**src/rtl/io_bus_pkg.sv**
```systemverilog
// Shared definitions for the 16-bit memory-mapped IO bus: control bit
// positions, IO region decode field and the initiator FSM state encoding.
package io_bus_pkg;

    // Bit positions inside control_out_io
    localparam int IO_CTRL_BYTE  = 0;
    localparam int IO_CTRL_WRITE = 1;

    // IO region select field of the byte address
    localparam int         IO_REGION_MSB = 31;
    localparam int         IO_REGION_LSB = 26;
    localparam logic [5:0] IO_REGION_VGA = 6'd1;

    // Width of the read latency counter (latency 1..7)
    localparam int IO_LAT_W = 3;

    typedef enum logic [1:0] {
        IDLE,
        WRITE,
        READ_WAIT,
        RESP
    } io_state_e;

    // Extract the IO region number from a byte address
    function automatic logic [5:0] io_region(input logic [31:0] addr);
        return addr[IO_REGION_MSB:IO_REGION_LSB];
    endfunction

endpackage

```
**src/rtl/io_bus_master.sv**
```systemverilog
// Initiator side of the 16-bit IO bus. Takes single read/write requests over
// a valid/ready handshake, drives registered address/data/control toward the
// responder and captures read data after a fixed pipelined latency.
// Optional build macro IO_BUS_MASTER_DWORD_EN enables 32-bit accesses split
// into two 16-bit transfers (low half at addr, high half at addr+2).
module io_bus_master
    import io_bus_pkg::*;
#(
    parameter int READ_LATENCY = 2
) (
    input  logic        main_clk,
    input  logic        main_reset,
    input  logic        req_valid,
    output logic        req_ready,
    input  logic        req_write,
    input  logic        req_byte,
    input  logic        req_dword,
    input  logic [31:0] req_addr,
    input  logic [31:0] req_wdata,
    output logic        rsp_valid,
    output logic [31:0] rsp_rdata,
    output logic [31:0] address_out_io,
    output logic [15:0] data_in_io,
    output logic [1:0]  control_out_io,
    input  logic [15:0] data_out_io
);

    localparam logic [IO_LAT_W-1:0] LAT_LOAD = IO_LAT_W'(READ_LATENCY);

    io_state_e             state_reg, state_next;
    logic [31:0]           addr_reg, addr_next;
    logic [15:0]           data_reg, data_next;
    logic [1:0]            ctrl_reg, ctrl_next;
    logic [IO_LAT_W-1:0]   cnt_reg, cnt_next;
    logic                  rsp_valid_reg, rsp_valid_next;
    logic [31:0]           rdata_reg, rdata_next;
    logic                  dword_reg, dword_next;       // current access is 32-bit
    logic                  hi_pending_reg, hi_pending_next; // high half still to transfer
    logic [15:0]           hi_data_reg, hi_data_next;   // high half of dword write data

    logic                  dword_req;
    logic                  eff_byte;
    logic [31:0]           eff_addr;

`ifdef IO_BUS_MASTER_DWORD_EN
    assign dword_req = req_dword;
`else
    // Without dword support the request flag has no effect
    logic unused_dword;
    assign dword_req    = 1'b0;
    assign unused_dword = req_dword;
`endif

    // A dword access is always a pair of aligned 16-bit word transfers
    assign eff_byte = req_byte & ~dword_req;
    assign eff_addr = dword_req ? {req_addr[31:1], 1'b0} : req_addr;

    // State, bus and response registers; reset drops the strobe at once
    always_ff @(posedge main_clk or posedge main_reset) begin
        if (main_reset) begin
            state_reg      <= IDLE;
            addr_reg       <= '0;
            data_reg       <= '0;
            ctrl_reg       <= '0;
            cnt_reg        <= '0;
            rsp_valid_reg  <= 1'b0;
            rdata_reg      <= '0;
            dword_reg      <= 1'b0;
            hi_pending_reg <= 1'b0;
            hi_data_reg    <= '0;
        end else begin
            state_reg      <= state_next;
            addr_reg       <= addr_next;
            data_reg       <= data_next;
            ctrl_reg       <= ctrl_next;
            cnt_reg        <= cnt_next;
            rsp_valid_reg  <= rsp_valid_next;
            rdata_reg      <= rdata_next;
            dword_reg      <= dword_next;
            hi_pending_reg <= hi_pending_next;
            hi_data_reg    <= hi_data_next;
        end
    end

    // Next-state, bus values and handshake decode
    always_comb begin
        state_next      = state_reg;
        addr_next       = addr_reg;
        data_next       = data_reg;
        ctrl_next       = ctrl_reg;
        cnt_next        = cnt_reg;
        rsp_valid_next  = 1'b0;
        rdata_next      = rdata_reg;
        dword_next      = dword_reg;
        hi_pending_next = hi_pending_reg;
        hi_data_next    = hi_data_reg;
        req_ready       = 1'b0;

        case (state_reg)
            IDLE: begin
                req_ready = 1'b1;
                ctrl_next = '0;
            end
            WRITE: begin
                if (hi_pending_reg) begin
                    // Second strobe of a dword write: high half at addr+2
                    addr_next                = addr_reg + 32'd2;
                    data_next                = hi_data_reg;
                    ctrl_next                = '0;
                    ctrl_next[IO_CTRL_WRITE] = 1'b1;
                    hi_pending_next          = 1'b0;
                end else begin
                    req_ready  = 1'b1;
                    ctrl_next  = '0;
                    state_next = IDLE;
                end
            end
            READ_WAIT: begin
                if (cnt_reg == '0) begin
                    if (hi_pending_reg) begin
                        // Low half captured; rerun the read for the high half
                        rdata_next      = {16'h0000, data_out_io};
                        addr_next       = addr_reg + 32'd2;
                        ctrl_next       = '0;
                        cnt_next        = LAT_LOAD;
                        hi_pending_next = 1'b0;
                    end else begin
                        if (dword_reg) begin
                            rdata_next = {data_out_io, rdata_reg[15:0]};
                        end else begin
                            rdata_next = {16'h0000, data_out_io};
                        end
                        rsp_valid_next = 1'b1;
                        ctrl_next      = '0;
                        state_next     = RESP;
                    end
                end else begin
                    cnt_next = cnt_reg - 1'b1;
                end
            end
            RESP: begin
                state_next = IDLE;
            end
            default: begin
                state_next = IDLE;
                ctrl_next  = '0;
            end
        endcase

        // Acceptance starts the new bus cycle, overriding the idle values above
        if (req_valid && req_ready) begin
            addr_next       = eff_addr;
            cnt_next        = LAT_LOAD;
            dword_next      = dword_req;
            hi_pending_next = dword_req;
            hi_data_next    = req_wdata[31:16];
            ctrl_next       = '0;
            ctrl_next[IO_CTRL_BYTE] = eff_byte;
            if (req_write) begin
                state_next               = WRITE;
                ctrl_next[IO_CTRL_WRITE] = 1'b1;
                data_next = eff_byte ? {req_wdata[7:0], req_wdata[7:0]} : req_wdata[15:0];
            end else begin
                state_next = READ_WAIT;
            end
        end
    end

    assign address_out_io = addr_reg;
    assign data_in_io     = data_reg;
    assign control_out_io = ctrl_reg;
    assign rsp_valid      = rsp_valid_reg;
    assign rsp_rdata      = rdata_reg;

endmodule

```
**config.mk**
```make
export PLATFORM = sky130hd
export DESIGN_NAME = io_bus_master
export DESIGN_NICKNAME = d
export VERILOG_FILES = /design/src/rtl/io_bus_pkg.sv /design/src/rtl/io_bus_master.sv
export SDC_FILE = /design/constraint.sdc
export NUM_CORES = 1
export LEC_CHECK = 0
export BUFFER_PORTS_ARGS = -buffer_cell sky130_fd_sc_hd__buf_2
export CELL_PAD_IN_SITES_DETAIL_PLACEMENT = 0
export CELL_PAD_IN_SITES_GLOBAL_PLACEMENT = 1
export CORE_ASPECT_RATIO = 0.8
export CORE_MARGIN = 10
export CORE_UTILIZATION = 33
export CTS_CLUSTER_SIZE = 25
export DETAILED_ROUTE_END_ITERATION = 12
export PLACE_DENSITY_LB_ADDON = 0.1
export SLEW_MARGIN = 25
export SYNTH_ARGS = -nofsm -noshare
export SYNTH_HDL_FRONTEND = slang
export SYNTH_SLANG_ARGS = --single-unit
```
**constraint.sdc**
```tcl
create_clock -name main_clk -period 2.9 [get_ports main_clk]
set_clock_uncertainty 0.05 [all_clocks]
set_input_delay 0.58 -clock main_clk [delete_from_list [all_inputs] [get_ports main_clk]]
set_output_delay 0.58 -clock main_clk [all_outputs]
set_load 0.05 [all_outputs]
```
After elaboration in Yosys (flattened, before gate mapping)
Index checks and enable logic that the tools add are counted.
{"block": "word_totals", "reg_bits": 89, "mem_count": 0, "latchBits": 0, "rom_bits": 0, "wordCells": 61, "ram_bits": 0, "out_inout_bits": 84, "in_bits": 86}
{"block": "op_classes", "bitwise_logic": 0, "mul": 0, "n_addsub": 2, "magnitude_cmp": 0, "reduce_logical": 12, "shifts": 0, "n_eq_ne": 7, "mux": 31, "n_div": 0}
{"cell": "two-way mux 32 bit", "count": 3}
{"cell": "two-way mux 16 bit", "count": 5}
{"cell": "one-hot mux 32 bit (2 select lines)", "count": 1}
{"cell": "adder 32 x 2 -> 32 bit (second input constant)", "count": 1}
{"cell": "two-way mux 2 bit", "count": 8}
{"cell": "two-way mux 3 bit", "count": 4}
{"cell": "one-hot mux 2 bit (3 select lines)", "count": 2}
{"cell": "!= test 3 bit (second input constant)", "count": 3}
{"cell": "AND reduction 2 bit", "count": 4}
{"cell": "nonzero test 4 bit", "count": 2}
{"cell": "two-way mux 1 bit", "count": 6}
{"cell": "== test 2 bit (second input constant)", "count": 2}
{"cell": "one-hot mux 1 bit (2 select lines)", "count": 2}
{"cell": "AND reduction 4 bit", "count": 1}
{"cell": "logical NOT 3 bit", "count": 1}
{"cell": "!= test 3 x 2 -> 1 bit (second input constant)", "count": 1}
{"cell": "nonzero test 3 bit", "count": 1}
{"cell": "subtractor 3 x 1 -> 3 bit (second input constant)", "count": 1}
{"cell": "== test 2 x 1 -> 1 bit (second input constant)", "count": 1}
{"cell": "logical NOT 2 bit", "count": 1}
{"cell": "nonzero test 2 bit", "count": 1}
{"cell": "logical AND 1 bit", "count": 1}

Logic depth before layout (Yosys ltp)
{"block": "logic_depth", "depth_word": 5, "ltp_mapped": 7, "ltp_nobuf": 5}

Least setup slack after synthesis
No wires, ideal clock.
{"block": "synth_timing", "kind": "register to output", "startpoint": "register state_reg[1]", "endpoint": "output req_ready", "arrival_ps": 1128, "path_buffers": 0, "setup_slack_ps": 1142, "required_ps": 2270, "stages_incl_launch_ff": 4, "path_cell_list": "dfrtp_1 -> inv_1 -> ha_1 -> or2_2"}
{"block": "synth_between", "elab_chain_cells": 2, "word_cells_on_any_way": 3, "cone_classes": "1 x eq/ne; 1 x mux; 1 x reduce/logical"}
{"item": "from (decl)", "line": "io_bus_master.sv:30", "source": "io_state_e state_reg, state_next;"}
{"item": "from (signal assigned)", "line": "io_bus_master.sv:72", "source": "state_reg <= state_next;"}
{"item": "== test 2 x 1 -> 1 bit / logical NOT 2 bit (equally long branches)", "line": "io_bus_master.sv:99", "source": "case (state_reg)"}
{"item": "one-hot mux 1 bit (2 select lines) (*)", "line": "io_bus_master.sv:99"}
{"item": "to (decl)", "line": "io_bus_master.sv:14", "source": "output logic req_ready,"}
Every way passes the cells marked *; elsewhere a longest branch is shown, timed or not.

Final worst setup path
Ends and elaborated chain as after synthesis.

==> results.cfg <==
[status]
status = finished, final reports clean

[floorplanning]
core-area_mm2 = 0.00919
die_height_um = 107
initial_core_util = 0.343
io_pins = 170
die_w_um = 129
rows = 31
die_area_mm2 = 0.0139

[critical_path]
crit_required_ns = 2.27
crit_fanout = 5
end_kind = output port
crit_path_start_kind = flop
path_class = flop to output port
cp.arrival_ns = 1.62

[grt]
overflow = 0
antenna_found_initial = 0
grt_max_degree = 41
grt_pass1_wl_mm = 13.3
track_usage = 0.121
grt_pass1_vias = 2560

[route]
routedWlPerCell_um = 15.4
drt-initial-drc-count = 103
drtAntennaViolNets = 0
drt_wl_total_mm = 8.37
drc_errors = 0
viasPerCell = 4.32
dr.pass1.iters = 4
vias = 2346

[logic_synthesis]
synth_edf_count = 0
yosys_warnings = 0
ys_seq_area_frac = 0.571
avgSynthCellArea_um2 = 11.0
synthesis.area_mm2 = 0.00316
ys_types = 33
syn_inst = 286
async_flop_share = 1.00
synth-seq-cells = 72
synth_ff_type = dfrtp_1

[timing]
tightest_slew_ns = 0.748
rsz0062_at_grt = no
setup-tns-final_ns = 0
hold_viol_final = 0
fin_crit_ns = 2.25
fmax_mhz = 444
timing.final.crit_share = 0.776
setup_violations = 0
hold_slack_ns = 0.325
slew_headroom = 0.501
final_max_slew_viol_count = 0

[final_layout]
drive_gt1_frac = 0.430
fin_area_mm2 = 0.00418
n_antenna_cell = 0
largest_register_ffs = 32
fin_cells = 543
area_growth_pct = 32.6
nets = 515
post-route-util = 0.455

[place]
place_inst = 527
gp_congestion = 0.715
hpwl_mm = 6.25
place_area_mm2 = 0.00386
io_buffers = 136

[clocking]
cts-resized-gates = 0
htree_levels = 3
root_buffer = clkbuf_16
postCtsSetupBuffers = 0
worstSkewPairLatency_ns = 0.32
cts.sinks = 72
cts_buffers = 9
clockBufferDepth = 2
clk_pin_slew_ns = 0.06
holdBufCountCts = 0
cts_tree = built

[pwr]
peakVddDrop_uv = 637
power_leakage_uw = 0.00234
power_density_mw_per_mm2 = 1480

[flow_run]
drv_cap = 0

[min_path]
hold_class = input pin to asynchronous set/reset pin
-- area by class of cell --
cell class / instances / area, um^2
fill: 929 / 5010
sequential: 72 / 1800
multi-input combinational: 194 / 1170
timing repair buffer: 139 / 716
clock buffer: 10 / 229
tap: 115 / 144
clock inverter: 6 / 92.6
inverter: 7 / 26.3
-- layer usage --
layer  up-vias  track usage  part of all wire
met5         -            0                 0
met4         0       0.0365             0.011
met3         6       0.0517             0.084
met2        85        0.192              0.47
met1      1096        0.146              0.43
li1       1159            -                 -
-- critical path: stages (launching register included) --
cell     delay (ns)
dfrtp_1        0.41
inv_1          0.10
ha_1           0.26
or2_2          0.32
buf_2          0.22
-- through the flow --
step / total power [uW] / setup slack (ns)
6_report: 6180 / 0.649
4_1_cts: 6280 / 0.620
5_1_grt: 6580 / 0.549
3_3_place_gp: 5030 / 0.939
2_1_floorplan: 4320 / 0.445
3_5_place_dp: 5070 / 0.896
-- synthesized netlist by cell type (2+ instances only) --
| master | count | area [um^2] |
|---|---|---|
| mux2_4 | 12 | 180 |
| nor2_1 | 3 | 11.3 |
| a22oi_1 | 2 | 15.0 |
| nand2_1 | 105 | 394 |
| o21ai_0 | 10 | 50.1 |
| buf_4 | 21 | 158 |
| buf_2 | 4 | 20.0 |
| mux2i_1 | 10 | 100 |
| ha_1 | 6 | 75.1 |
| mux2_2 | 12 | 135 |
| a22o_1 | 2 | 17.5 |
| dfrtp_1 | 72 | 1800 |
| inv_1 | 7 | 26.3 |
-- layout by cell type, fill, tap and decap left out, types with 2 or more instances in the layout --
cell type / instances
a22o_1: 2
a22oi_1: 2
buf_2: 136
buf_4: 2
bufinv_16: 2
clkbuf_16: 9
clkinvlp_4: 2
conb_1: 16
dfrtp_1: 72
ha_1: 6
inv_1: 6
mux2_2: 12
mux2_4: 12
mux2i_1: 10
nand2_1: 105
nor2_1: 3
o21ai_0: 10
-- final timing paths --
path                                          startpoint                        endpoint  slack [ns]  cells past startpoint
min in group main_clk                       req_addr[27]  address_out_io[27]$_DFFE_PP0P_        0.39                      3
setup reg to reg                state_reg[1]$_DFFE_PP0P_   address_out_io[9]$_DFFE_PP0P_        0.93                      6
hold / removal                                main_reset       data_in_io[2]$_DFFE_PP0P_        0.32                      2
hold reg to reg            address_out_io[0]$_DFFE_PP0P_   address_out_io[0]$_DFFE_PP0P_        0.42                      2
setup / recovery                state_reg[1]$_DFFE_PP0P_                       req_ready        0.65                      4
max in group asynchronous                     main_reset  address_out_io[30]$_DFFE_PP0P_        1.80                      3
-- logic make-up after synthesis --
family	after synthesis	share of synthesized area
AND/OR/NAND/NOR	116	0.148
flip-flops	72	0.571
buffers and inverters	35	0.0745
multiplexers	34	0.132
AO/OA/AOI/OAI	22	0.0496
adder cells (fa/ha/maj)	6	0.0238
other	1	0.00119
-- where the power goes --
group	leakage [uW]	internal [uW]	switching, uW
clock network	0.000149	757	420
registers	0.000878	1490	240
logic	0.00131	809	2470
Note: power is estimated with default switching activity, not from simulation.
